**config.mk**
```make
export PLATFORM = sky130hd
export DESIGN_NAME = hazard_controller
export DESIGN_NICKNAME = d
export VERILOG_FILES = /design/src/rtl/core_pkg.sv /design/src/rtl/hazard_scoreboard.sv /design/src/rtl/hazard_controller.sv
export SDC_FILE = /design/constraint.sdc
export NUM_CORES = 1
export LEC_CHECK = 0
export ABC_AREA = 0
export CAP_MARGIN = 10
export CORE_AREA = 3 3 99 101
export CTS_BUF_LIST = sky130_fd_sc_hd__clkbuf_16
export DETAILED_ROUTE_END_ITERATION = 10
export DIE_AREA = 0 0 102 104
export GPL_TIMING_DRIVEN = 0
export HOLD_SLACK_MARGIN = 0.15
export PLACE_DENSITY_LB_ADDON = 0.25
export SYNTH_ARGS = -nofsm -noshare
export SYNTH_HDL_FRONTEND = slang
export SYNTH_SLANG_ARGS = --single-unit
```
**constraint.sdc**
```tcl
create_clock -name clk -period 5.65 [get_ports clk]
set_input_delay 1.13 -clock clk [delete_from_list [all_inputs] [get_ports clk]]
set_output_delay 1.13 -clock clk [all_outputs]
set_load 0.02 [all_outputs]
```
**src/rtl/core_pkg.sv**
```systemverilog
// Shared encodings and shadow-entry type for the RV32I pipeline hazard logic.
// Also holds the register-match helper used by the hazard scoreboard.
package core_pkg;

   typedef enum logic [1:0] {
      FWD_RF  = 2'd0,
      FWD_EX  = 2'd1,
      FWD_MEM = 2'd2,
      FWD_WB  = 2'd3
   } fwd_sel_e;

   localparam logic [1:0] MEM_OP_NONE  = 2'd0;
   localparam logic [1:0] MEM_OP_LD    = 2'd1;
   localparam logic [1:0] MEM_OP_STORE = 2'd2;

   typedef enum logic {
      ST_RUN   = 1'b0,
      ST_FLUSH = 1'b1
   } hz_state_e;

   localparam int NUM_SRC    = 2;
   localparam int NUM_STAGES = 3;
   localparam int SH_EX      = 0;
   localparam int SH_MEM     = 1;
   localparam int SH_WB      = 2;

   typedef struct packed {
      logic       valid;
      logic [4:0] rd;
      logic       we;
      logic       is_load;
   } shadow_t;

   // x0 is hardwired zero, so a writer to it never produces a hazard.
   function automatic logic entry_match(shadow_t e, logic [4:0] rs, logic used);
      return used && e.valid && e.we && (e.rd != 5'd0) && (e.rd == rs);
   endfunction

endpackage

```
**src/rtl/hazard_scoreboard.sv**
```systemverilog
// Three-entry EX/MEM/WB destination shadow plus per-source match and
// forward-select priority (youngest producer wins).
module hazard_scoreboard
   import core_pkg::*;
(
   input  logic                          clk,
   input  logic                          rst_n,
   input  logic                          advance,
   input  shadow_t                       ex_next,
   input  logic [NUM_SRC-1:0][4:0]       src_reg,
   input  logic [NUM_SRC-1:0]            src_used,
   output logic [NUM_SRC-1:0][1:0]       fwd_sel,
   output logic                          load_hit
);

   shadow_t [NUM_STAGES-1:0]             sh;
   logic    [NUM_SRC-1:0][NUM_STAGES-1:0] hit;
   logic    [NUM_SRC-1:0]                 lhit;

   always_ff @(posedge clk or negedge rst_n) begin
      if (!rst_n) begin
         sh <= '0;
      end else if (advance) begin
         sh[SH_WB]  <= sh[SH_MEM];
         sh[SH_MEM] <= sh[SH_EX];
         sh[SH_EX]  <= ex_next;
      end
   end

   for (genvar s = 0; s < NUM_SRC; s++) begin : g_src
      for (genvar st = 0; st < NUM_STAGES; st++) begin : g_stage
         assign hit[s][st] = entry_match(sh[st], src_reg[s], src_used[s]);
      end

      // A load still in EX has no data yet; the stall covers it, so select RF.
      assign fwd_sel[s] = hit[s][SH_EX]  ? (sh[SH_EX].is_load ? FWD_RF : FWD_EX) :
                          hit[s][SH_MEM] ? FWD_MEM :
                          hit[s][SH_WB]  ? FWD_WB  : FWD_RF;

      assign lhit[s] = hit[s][SH_EX] & sh[SH_EX].is_load;
   end

   assign load_hit = |lhit;

endmodule

```
**src/rtl/hazard_controller.sv**
```systemverilog
// Decode-side sequencing controller: stall/flush/bubble/freeze generation,
// forwarding selects and a saturating load-use stall counter.
module hazard_controller
   import core_pkg::*;
#(
   parameter int         FLUSH_CYCLES = 2,
   parameter logic [1:0] MEM_OP_LOAD  = MEM_OP_LD,
   parameter int         XLEN         = 32
) (
   input  logic            clk,
   input  logic            rst_n,
   input  logic            id_valid,
   input  logic [4:0]      id_rs1,
   input  logic            id_rs1_used,
   input  logic [4:0]      id_rs2,
   input  logic            id_rs2_used,
   input  logic [4:0]      id_rd,
   input  logic            id_reg_we,
   input  logic [1:0]      id_mem_op,
   input  logic            ex_redirect,
   input  logic            mem_busy,
   output logic            stall_if,
   output logic            stall_id,
   output logic            flush_id,
   output logic            bubble_ex,
   output logic            freeze,
   output logic [1:0]      fwd_rs1_sel,
   output logic [1:0]      fwd_rs2_sel,
   output logic [XLEN-1:0] stall_count
);

   localparam logic [2:0] CNT_INIT = 3'(FLUSH_CYCLES - 1);

   hz_state_e                  state, state_n;
   logic [2:0]                 cnt, cnt_n;
   logic                       load_hit, load_use, redirect_act, stall_inc;
   shadow_t                    ex_next;
   logic [NUM_SRC-1:0][4:0]    src_reg;
   logic [NUM_SRC-1:0]         src_used;
   logic [NUM_SRC-1:0][1:0]    fwd_sel;

   assign src_reg  = {id_rs2, id_rs1};
   assign src_used = {id_rs2_used, id_rs1_used};

   hazard_scoreboard u_sb (
      .clk      (clk),
      .rst_n    (rst_n),
      .advance  (!mem_busy),
      .ex_next  (ex_next),
      .src_reg  (src_reg),
      .src_used (src_used),
      .fwd_sel  (fwd_sel),
      .load_hit (load_hit)
   );

   assign fwd_rs1_sel = fwd_sel[0];
   assign fwd_rs2_sel = fwd_sel[1];

   assign load_use     = load_hit & id_valid;
   assign redirect_act = (state == ST_FLUSH) | ex_redirect;

   always_ff @(posedge clk or negedge rst_n) begin
      if (!rst_n) begin
         state <= ST_RUN;
         cnt   <= 3'd0;
      end else begin
         state <= state_n;
         cnt   <= cnt_n;
      end
   end

   // Frozen cycles hold the FSM, so a redirect seen under mem_busy is dropped.
   always_comb begin
      state_n = state;
      cnt_n   = cnt;
      if (!mem_busy) begin
         case (state)
            ST_RUN: begin
               if (ex_redirect && (FLUSH_CYCLES > 1)) begin
                  state_n = ST_FLUSH;
                  cnt_n   = CNT_INIT;
               end
            end
            ST_FLUSH: begin
               cnt_n = cnt - 3'd1;
               if (cnt == 3'd1) state_n = ST_RUN;
            end
            default: state_n = ST_RUN;
         endcase
      end
   end

   // Priority: memory freeze, then redirect squash, then load-use stall.
   always_comb begin
      stall_if  = 1'b0;
      stall_id  = 1'b0;
      flush_id  = 1'b0;
      bubble_ex = 1'b0;
      freeze    = 1'b0;
      stall_inc = 1'b0;
      if (mem_busy) begin
         freeze   = 1'b1;
         stall_if = 1'b1;
         stall_id = 1'b1;
      end else if (redirect_act) begin
         flush_id  = 1'b1;
         bubble_ex = 1'b1;
      end else if (load_use) begin
         stall_if  = 1'b1;
         stall_id  = 1'b1;
         bubble_ex = 1'b1;
         stall_inc = 1'b1;
      end
   end

   always_comb begin
      ex_next         = '0;
      ex_next.valid   = id_valid & ~bubble_ex;
      ex_next.rd      = id_rd;
      ex_next.we      = id_reg_we;
      ex_next.is_load = (id_mem_op == MEM_OP_LOAD);
   end

   always_ff @(posedge clk or negedge rst_n) begin
      if (!rst_n) begin
         stall_count <= '0;
      end else if (stall_inc && (stall_count != '1)) begin
         stall_count <= stall_count + XLEN'(1);
      end
   end

endmodule

```
Word level (Yosys, flattened, before mapping)
Index checks and enable logic that the tools add are counted.

storage, ports and cells
  input port bits = 25
  output and inout port bits = 41
  register bits after elaboration = 58
  logic and storage cells = 84

cells by class
  add/sub/neg operators = 2
  eq/ne operators = 10
  reductions and logical operators = 30
  multiplexer cells = 21
  bitwise gates (word level) = 8

operators by type and width
  operator                                          number
  adder 32 x 1 -> 32 bit, second input constant     1
  != test 32 bit, second input constant             1
  == test 5 bit                                     6
  logical AND 1 bit                                 25
  nonzero test 5 bit                                3
  two-way mux 1 bit                                 12
  two-way mux 2 bit                                 6
  case mux 3 bit (2 select lines)                   1
  AND 1 bit                                         4
  == test 3 x 1 -> 1 bit, second input constant     1
  two-way mux 3 bit                                 1
  inverter 1 bit                                    3
  subtractor 3 x 1 -> 3 bit, second input constant  1
  == test 2 x 1 -> 1 bit, second input constant     1
  != test 2 bit, second input constant              1
  case mux 1 bit (2 select lines)                   1
  AND reduction 2 bit                               1
  OR reduction 2 bit                                1
  bitwise OR 1 bit                                  1

Depth between registers and ports, before layout
Gate-level depths: netlist (run 1).

  depth after elaboration = 12
  gate-level depth with buffers = 9
  gate-level depth less buffers = 7

By module
From an unflattened synthesis (run 1), not the netlist that was laid out.

second synthesis, totals
  cells, all modules = 285
  area total of the unflattened synthesis = 3,154.3 um^2

by module, submodules not included
  module             seq. area each (um^2)  area an instance (um^2)  instances  cells an instance
  hazard_controller  900.9                  1,855.5                  1          178
  hazard_scoreboard  550.5                  1,298.7                  1          107

Worst setup path after synthesis (run 1)
No wires, ideal clock.

  path type = input to output
  start = input id_rs2[2]
  end = output stall_if
  arrival time = 2.887 ns
  buffers on the path = 1
  setup slack = 1.633 ns
  stages on the path = 7
  data required time = 4.520 ns
  cells stage by stage = xor2_1 -> nor4_1 -> nand3_1 -> a21oi_1 -> nand3_1 -> o31ai_1 -> buf_4

between the ends
  word-level cells in the longest chain between the ends = 8

ends and longest elaborated chain
  what                             RTL line                 text
  start, declared                  hazard_controller.sv:15  input logic [4:0] id_rs2,
  == test 5 bit                    core_pkg.sv:36           return used && e.valid && e.we && (e.rd != 5'd0) && (e.rd == rs);
  logical AND 1 bit                core_pkg.sv:36
  AND 1 bit                        hazard_scoreboard.sv:40  assign lhit[s] = hit[s][SH_EX] & sh[SH_EX].is_load;
  OR reduction 2 bit               hazard_scoreboard.sv:43  assign load_hit = |lhit;
  AND 1 bit                        hazard_controller.sv:59  assign load_use = load_hit & id_valid;
  two-way mux 1 bit (3 in series)  n/a
  end, declared                    hazard_controller.sv:22  output logic stall_if,

No other way between the ends.

Worst setup path after layout (run 1)
  start = input id_rs1[4]
  end = output stall_if

between the ends
  word-level cells in the longest chain between the ends = 8

ends and longest elaborated chain
  what                RTL line                  text
  start, declared     hazard_controller.sv:13   input logic [4:0] id_rs1,
  == test 5 bit       core_pkg.sv:36
  logical AND 1 bit   core_pkg.sv:36
  AND 1 bit           hazard_scoreboard.sv:40
  OR reduction 2 bit  hazard_scoreboard.sv:43
  AND 1 bit           hazard_controller.sv:59
  two-way mux 1 bit   hazard_controller.sv:108  end else if (load_use) begin
  two-way mux 1 bit   hazard_controller.sv:105  end else if (redirect_act) begin
  two-way mux 1 bit   hazard_controller.sv:101  if (mem_busy) begin

No other way between the ends.

==> impl_metrics.py, run 1 <==
metrics = {
    "run_status": {
        "status": "finished clean",
    },
    "sta": {
        "totalNegativeSetupSlack_ns": 0,
        "rsz0062_at_grt": "no",
        "drv_slew": 0,
        "max_freq_ghz": 0.205,
        "period_needed_ns": 4.87,
        "tightest_slew_ns": 0.697,
        "setup_viol_count_final": 0,
        "relSlewSlack_pct": 53.2,
        "finClkSkew_ns": 0.00904,
        "whs_ns": 0.488,
        "finalCritPeriodShare_pct": 86.2,
        "fin_ws_ns": 0.777,
        "hold_viol": 0,
    },
    "placed_design": {
        "portBuffers": 65,
        "dpl_worst_slack_ns": 0.749,
        "hpwl_mm": 5.46,
        "place.gp.congestion": 0.795,
        "dp.cells": 467,
    },
    "synth": {
        "yosysSeqAreaShare_pct": 46.2,
        "yosys-top-cells-area": "dfrtp_1 (46%), xnor2_1 (12%), mux2_2 (7.2%)",
        "syn_nets": 318,
        "synthAdderAreaFrac_pct": 1.20,
        "synth_top_area_cell": "dfrtp_1",
        "synth_flop_cell": "dfrtp_1",
        "synth-compound-area-share_pct": 4.70,
        "synth.distinct_cells": 40,
        "yosys_warnings": 0,
        "synthArstFlopShare_pct": 100,
        "synth_edf_count": 0,
        "synth_top_family_by_area": "simple AND/OR/NAND/NOR gates",
        "synthSimpleGateAreaFrac_pct": 19.5,
        "syn_inst": 290,
        "syn_area_per_cell_sq_um": 10.8,
        "ys_seq_elements": 58,
        "synth-xor-area-share_pct": 16.7,
        "synth_top_cell_area_share_pct": 46.2,
        "syn_area_sq_um": 3140,
        "muxShareOfSynthArea_pct": 8.61,
    },
    "worst_setup_path": {
        "critPathMaxFanout": 3,
        "cp_slowest_cell": "clkdlybuf4s50_1",
        "crit_path_end_kind": "primary output",
        "critPathKind": "in2out",
        "cp-start-kind": "input pin",
        "critical-path-max-stage-delay_ns": 0.59,
        "crit_chain": "clkdlybuf4s50_1, xor2_1, nor4_1, nand3_1, a21oi_1, nand3_1, o31ai_1, buf_4, clkdlybuf4s50_1",
        "required_ns": 4.52,
        "arrival_ns": 3.74,
    },
    "clocking": {
        "cts_buffers": 9,
        "cts_max_level": 3,
        "clkTransAtPathRegs_ns": 0.05,
        "cts_tree": "done",
        "post-cts-setup-buffer-count": 0,
        "worstSkewPairLatency_ns": 0.32,
        "cts_sinks": 58,
        "cts.path.max_buffers": 2,
        "cts_hold_buf": 0,
        "cts-root-buf": "clkbuf_16",
        "post_cts_resized": 0,
    },
    "grt": {
        "grt.total_usage_pct": 14.5,
        "grt_overflow": 0,
        "grt_max_degree": 32,
        "antenna_found_initial": 0,
        "grt_pass1_vias": 2428,
        "grt_pass1_wl_mm": 12.2,
    },
    "power_and_ir_drop": {
        "powerDensity_nw_per_um2": 286,
        "power.leakage_nw": 1.72,
        "peakVddDrop_v": 0.000155,
    },
    "detailed_routing": {
        "drt-initial-drc-count": 48,
        "wl_per_cell_um": 15.6,
        "via_per_inst": 5.10,
        "drc": 0,
        "wl_mm": 7.52,
        "ant_nets": 0,
        "vias": 2465,
        "drt-pass1-iter-count": 4,
    },
    "final_layout": {
        "drive_above_1_share_pct": 12.9,
        "num-nets-final": 395,
        "final_cells": 483,
        "final_util_pct": 46.7,
        "syn_to_final_growth_pct": 35.5,
        "antennaDiodeCount": 0,
    },
    "die": {
        "core_area_sq_um": 9110,
        "dieArea_sq_um": 10600,
        "initial_core_util_pct": 34.5,
        "dieHeight_um": 104,
        "row_count": 35,
        "ios": 66,
        "die_w_um": 102,
    },
    "worst_hold_path": {
        "holdCritPathClass": "reg2reg",
    },
    "job": {
        "maxCapViolCount": 0,
    },
}
==> critical path: cells and delay by family <==
family | cells | cell delay, ns
AOI/OAI and AO/OA | 2 | 0.50
buffers and inverters | 3 | 1.24
and+or+nand+nor | 3 | 0.68
xor gates and xnor gates | 1 | 0.20
==> power by group <==
part | switching, W | internal, W
sequential | 0.0000431 | 0.000453
clock | 0.000184 | 0.000381
combinational | 0.0000706 | 0.0000861
==> synth_stat cells (2+ instances only) <==
cell      count
nor2_1       10
and4_1        6
buf_2         3
ha_1          3
clkbuf_1      3
xnor2_1      42
buf_4         3
nand3_1      24
xor2_1       18
nand4_1      17
mux2_2       20
and3_1       15
dfrtp_1      58
nand2_1      12
a21oi_1       6
nor4_1        4
mux2i_1       3
nor2b_1       2
nor3_1        5
a31oi_1       3
nand4b_1      3
buf_1         2
or4_1         2
o211ai_1      2
o21ai_0       3
inv_1         7
==> routing by layer <==
| layer | part of all wire (%) | GRT usage (%) | wire length (um) | vias up |
|---|---|---|---|---|
| li1 | - | - | - | 1201 |
| met1 | 47 | 19.4 | 3520 | 1191 |
| met2 | 47 | 22.7 | 3550 | 64 |
| met3 | 4.5 | 2.88 | 339 | 9 |
| met4 | 1.4 | 6.09 | 104 | 0 |
| met5 | 0 | 0 | 0 | - |
==> cell usage in the layout (no fill, tap or decap), types with 3 or more instances in the layout <==
cell type and n:
o21ai_0 3, clkdlybuf4s50_1 64, buf_4 3, nand2_1 12
dfrtp_1 58, xor2_1 18, inv_1 8, nand3_1 24
buf_2 4, a21oi_1 6, clkbuf_1 3, ha_1 3
a31oi_1 3, nor2_1 10, nor4_1 4, nand4_1 17
xnor2_1 42, mux2_2 20, clkbuf_16 9, nand4b_1 3
mux2i_1 3, and4_1 6, nor3_1 5, and3_1 15
==> area by class of cell <==
| type | count | area (sq um) |
|---|---|---|
| clock inverters | 7 | 85.1 |
| well taps | 111 | 139 |
| fillers | 863 | 4850 |
| flip-flops and latches | 58 | 1450 |
| multi-input cells | 213 | 1590 |
| repair buffers | 66 | 666 |
| clock buffers | 9 | 225 |
| inverters | 7 | 26.3 |
| plain buffers | 12 | 67.6 |
==> through the flow <==
stage / instance area [sq um] / power (W)
after floorplan: 3140 / 0.000594
after global placement: 3930 / 0.000655
after detailed placement: 3940 / 0.000662
after CTS: 4250 / 0.00123
after global routing: 4250 / 0.00128
final: 4250 / 0.00122
==> sequential cells by signal (all words and copies together) (netlist names) <==
| name | cells |
|---|---|
| stall_count | 32 |
| u_sb.sh | 22 |
| cnt | 3 |
| state | 1 |
==> worst paths after layout <==
check / startpoint / to / slack, ns / cells after the start
worst max-delay path: id_rs1[4] / stall_if / 0.78 / 9
worst min-delay path: stall_count[30] / stall_count[30] / 0.49 / 1
worst max register to register: stall_count[0] / stall_count[15] / 2.95 / 9
worst min register to register: stall_count[30] / stall_count[30] / 0.49 / 1
max in group asynchronous: rst_n / u_sb.sh[21] / 4.20 / 2
min in group asynchronous: rst_n / stall_count[20] / 0.85 / 1
==> cell families after synthesis <==
group / after synthesis
flops: 58
xor+xnor: 60
buf+inv: 19
compound gates: 20
mux: 24
fa+ha+maj: 3
simple gates: 106
Power figures use the tool's default switching activity.
==> run 2: changes to the inputs <==
--- a/config.mk
+++ b/config.mk
@@ -7,13 +7,14 @@
 export LEC_CHECK = 0
 export ABC_AREA = 0
 export CAP_MARGIN = 10
-export CORE_AREA = 3 3 99 101
-export CTS_BUF_LIST = sky130_fd_sc_hd__clkbuf_16
+export CORE_AREA = 2 2 98 100
+export CTS_BUF_LIST = sky130_fd_sc_hd__clkbuf_2 sky130_fd_sc_hd__clkbuf_4 sky130_fd_sc_hd__clkbuf_8
 export DETAILED_ROUTE_END_ITERATION = 10
-export DIE_AREA = 0 0 102 104
+export DIE_AREA = 0 0 100 102
 export GPL_TIMING_DRIVEN = 0
 export HOLD_SLACK_MARGIN = 0.15
 export PLACE_DENSITY_LB_ADDON = 0.25
+export SKIP_LAST_GASP = 1
 export SYNTH_ARGS = -nofsm -noshare
 export SYNTH_HDL_FRONTEND = slang
 export SYNTH_SLANG_ARGS = --single-unit
==> run 2 against run 1 <==
Against the previous run:
- clock skew is 0.00097 ns lower
- critical endpoint unchanged
- combinational power about the same
- maximum frequency barely moved
- power is 18% lower
- largest cell class unchanged
- design area down 3.2%
- global-route usage up 0.60 points
- hold slack better by 0.0029 ns
- sequential cell count unchanged
- die area fell by 3.8%
- largest power group is now sequential cells
==> impl_metrics.py, run 2 (synthesis results as in run 1) <==
metrics = {
    "grt": {
        "grt_max_degree": 34,
        "met2_usage_pct": 24.9,
        "grt_overflow": 0,
        "use_met3_pct": 3.90,
        "grt.total_usage_pct": 15.1,
        "use_met1_pct": 19.3,
        "grt_busiest_layer": "met2",
        "grt_pass1_vias": 2547,
        "grt_pass1_wl_mm": 12.3,
        "antenna_found_initial": 0,
    },
    "die": {
        "ios": 66,
        "dieArea_sq_um": 10200,
        "row_count": 35,
        "initial_core_util_pct": 34.5,
        "dieHeight_um": 102,
        "core_area_sq_um": 9110,
        "die_w_um": 100,
    },
    "power_and_ir_drop": {
        "power.leakage_nw": 1.66,
        "power.total_w": 0.000996,
        "seq_power_share_pct": 49.7,
        "combPwrFrac_pct": 16.0,
        "internal_power_w": 0.000723,
        "powerDensity_nw_per_um2": 242,
        "p_switching_w": 0.000274,
        "peakVddDrop_v": 0.0000871,
        "swShare_pct": 27.5,
        "p_clk_share_pct": 34.3,
    },
    "detailed_routing": {
        "ant_nets": 0,
        "wl_per_cell_um": 15.3,
        "vias": 2492,
        "via_per_inst": 5.16,
        "drt-pass1-iter-count": 4,
        "drt-initial-drc-count": 44,
        "drc": 0,
        "wl_mm": 7.37,
    },
    "clocking": {
        "cts_sinks": 58,
        "worstSkewPairLatency_ns": 0.33,
        "cts_tree": "done",
        "cts_hold_buf": 0,
        "cts.path.max_buffers": 2,
        "clkTransAtPathRegs_ns": 0.06,
        "cts-root-buf": "clkbuf_8",
        "post-cts-setup-buffer-count": 0,
        "cts_buffers": 9,
        "post_cts_resized": 0,
        "cts_max_level": 3,
    },
    "worst_setup_path": {
        "crit_path_end_kind": "primary output",
        "critPathMaxFanout": 3,
        "r2r-end": "stall_count[15]",
        "worst_r2r_path_depth": 9,
        "critPathKind": "in2out",
        "critical-path-max-stage-delay_ns": 0.59,
        "r2r_start": "stall_count[0]",
        "cp-start-kind": "input pin",
        "cp_slowest_cell": "clkdlybuf4s50_1",
        "crit_chain": "clkdlybuf4s50_1, xor2_1, nor4_1, nand3_1, a21oi_1, nand3_1, o31ai_1, buf_4, clkdlybuf4s50_1",
        "arrival_ns": 3.75,
        "required_ns": 4.52,
        "r2r_slack_ns": 3.04,
    },
    "final_layout": {
        "antennaDiodeCount": 0,
        "final_cell_mix": "clkdlybuf4s50_1 (64), dfrtp_1 (58), xnor2_1 (42)",
        "n_fill_cell": 880,
        "top_register": "stall_count",
        "num-nets-final": 395,
        "largest_register_ffs": 32,
        "syn_to_final_growth_pct": 31.2,
        "drive_above_1_share_pct": 13.4,
        "top_regs": "stall_count: 32 flops, u_sb.sh: 22 flops, cnt: 3 flops",
        "final_common_cell": "clkdlybuf4s50_1",
    },
    "sta": {
        "rsz0062_at_grt": "no",
        "tightest_slew_ns": 0.655,
        "finClkSkew_ns": 0.00808,
        "period_needed_ns": 4.88,
        "setup_viol_count_final": 0,
        "relSlewSlack_pct": 56.0,
        "totalNegativeSetupSlack_ns": 0,
        "hold_viol": 0,
        "finalCritPeriodShare_pct": 86.3,
        "max_freq_ghz": 0.205,
        "drv_slew": 0,
    },
    "worst_hold_path": {
        "hold_end": "stall_count[12]",
        "hold_depth": 1,
        "holdCritPathClass": "reg2reg",
        "min_from": "stall_count[12]",
    },
    "job": {
        "maxCapViolCount": 0,
    },
    "placed_design": {
        "hpwl_mm": 5.35,
        "place.gp.congestion": 0.793,
        "portBuffers": 65,
    },
    "run_status": {
        "status": "finished clean",
    },
}
run 2: cell types whose count changed in the layout (fill, tap and decap cells not counted):
cell and delta:
clkbuf_8 +10, clkinvlp_4 -1, inv_1 -1, clkbuf_4 +3
clkinv_1 -1, clkinv_2 +1, bufinv_16 -2, clkbuf_16 -9
run 2: area by class of cell:
cell class                 instances  area [sq um]  share of cell area (%)
tap                              111           139                    3.37
clock buffer                      13           160                    3.89
clock inverter                     3          15.0                   0.365
sequential                        58          1450                    35.2
multi-input combinational        213          1590                    38.7
timing repair buffer              66           666                    16.2
buffer                            12          67.6                    1.64
inverter                           7          26.3                   0.638
run 2: power by group through the flow:
| stage | Sequential [W] | Combinational (W) | Clock (W) |
|---|---|---|---|
| after global routing | 0.000500 | 0.000177 | 0.000374 |
| after CTS | 0.000494 | 0.000162 | 0.000353 |
| after global placement | 0.000502 | 0.000154 | 0 |
| final | 0.000495 | 0.000159 | 0.000342 |
| after detailed placement | 0.000502 | 0.000161 | 0 |
| after floorplan | 0.000491 | 0.000104 | 0 |
run 2: routing by layer:
layer,vias to the layer above,wire [um]
met5,-,0
met4,0,56
met3,6,419
met2,80,3390
met1,1209,3510
li1,1197,-
run 2: worst max path at each step:
stage               from        to  slack [ns]
3_5_place_dp   id_rs1[4]  stall_if        0.76
3_3_place_gp   id_rs1[4]  stall_if        0.77
4_1_cts        id_rs1[4]  stall_if        0.74
5_1_grt        id_rs1[0]  stall_if        0.55
6_report       id_rs1[4]  stall_if        0.77
2_1_floorplan  id_rs2[2]  stall_if        1.63
run 2: through the flow:
stage / instance area, sq um / hold WS [ns] / instances / worst slack [ns] / utilization [%]
2_1_floorplan: 3140 / 0.468 / 290 / 1.63 / -
3_3_place_gp: 3930 / 0.479 / 466 / 0.767 / 43.1
3_5_place_dp: 3940 / 0.483 / 467 / 0.762 / 43.3
4_1_cts: 4120 / 0.494 / 483 / 0.741 / 45.2
5_1_grt: 4120 / 0.506 / 483 / 0.550 / 45.2
6_report: 4120 / 0.491 / 483 / 0.773 / 45.2
run 2: critical path, delay by kind of cell:
kind	cells	cell delay [ns]
XOR/XNOR	1	0.19
AO/OA/AOI/OAI	2	0.51
AND/OR/NAND/NOR	3	0.69
buffers and inverters	3	1.24
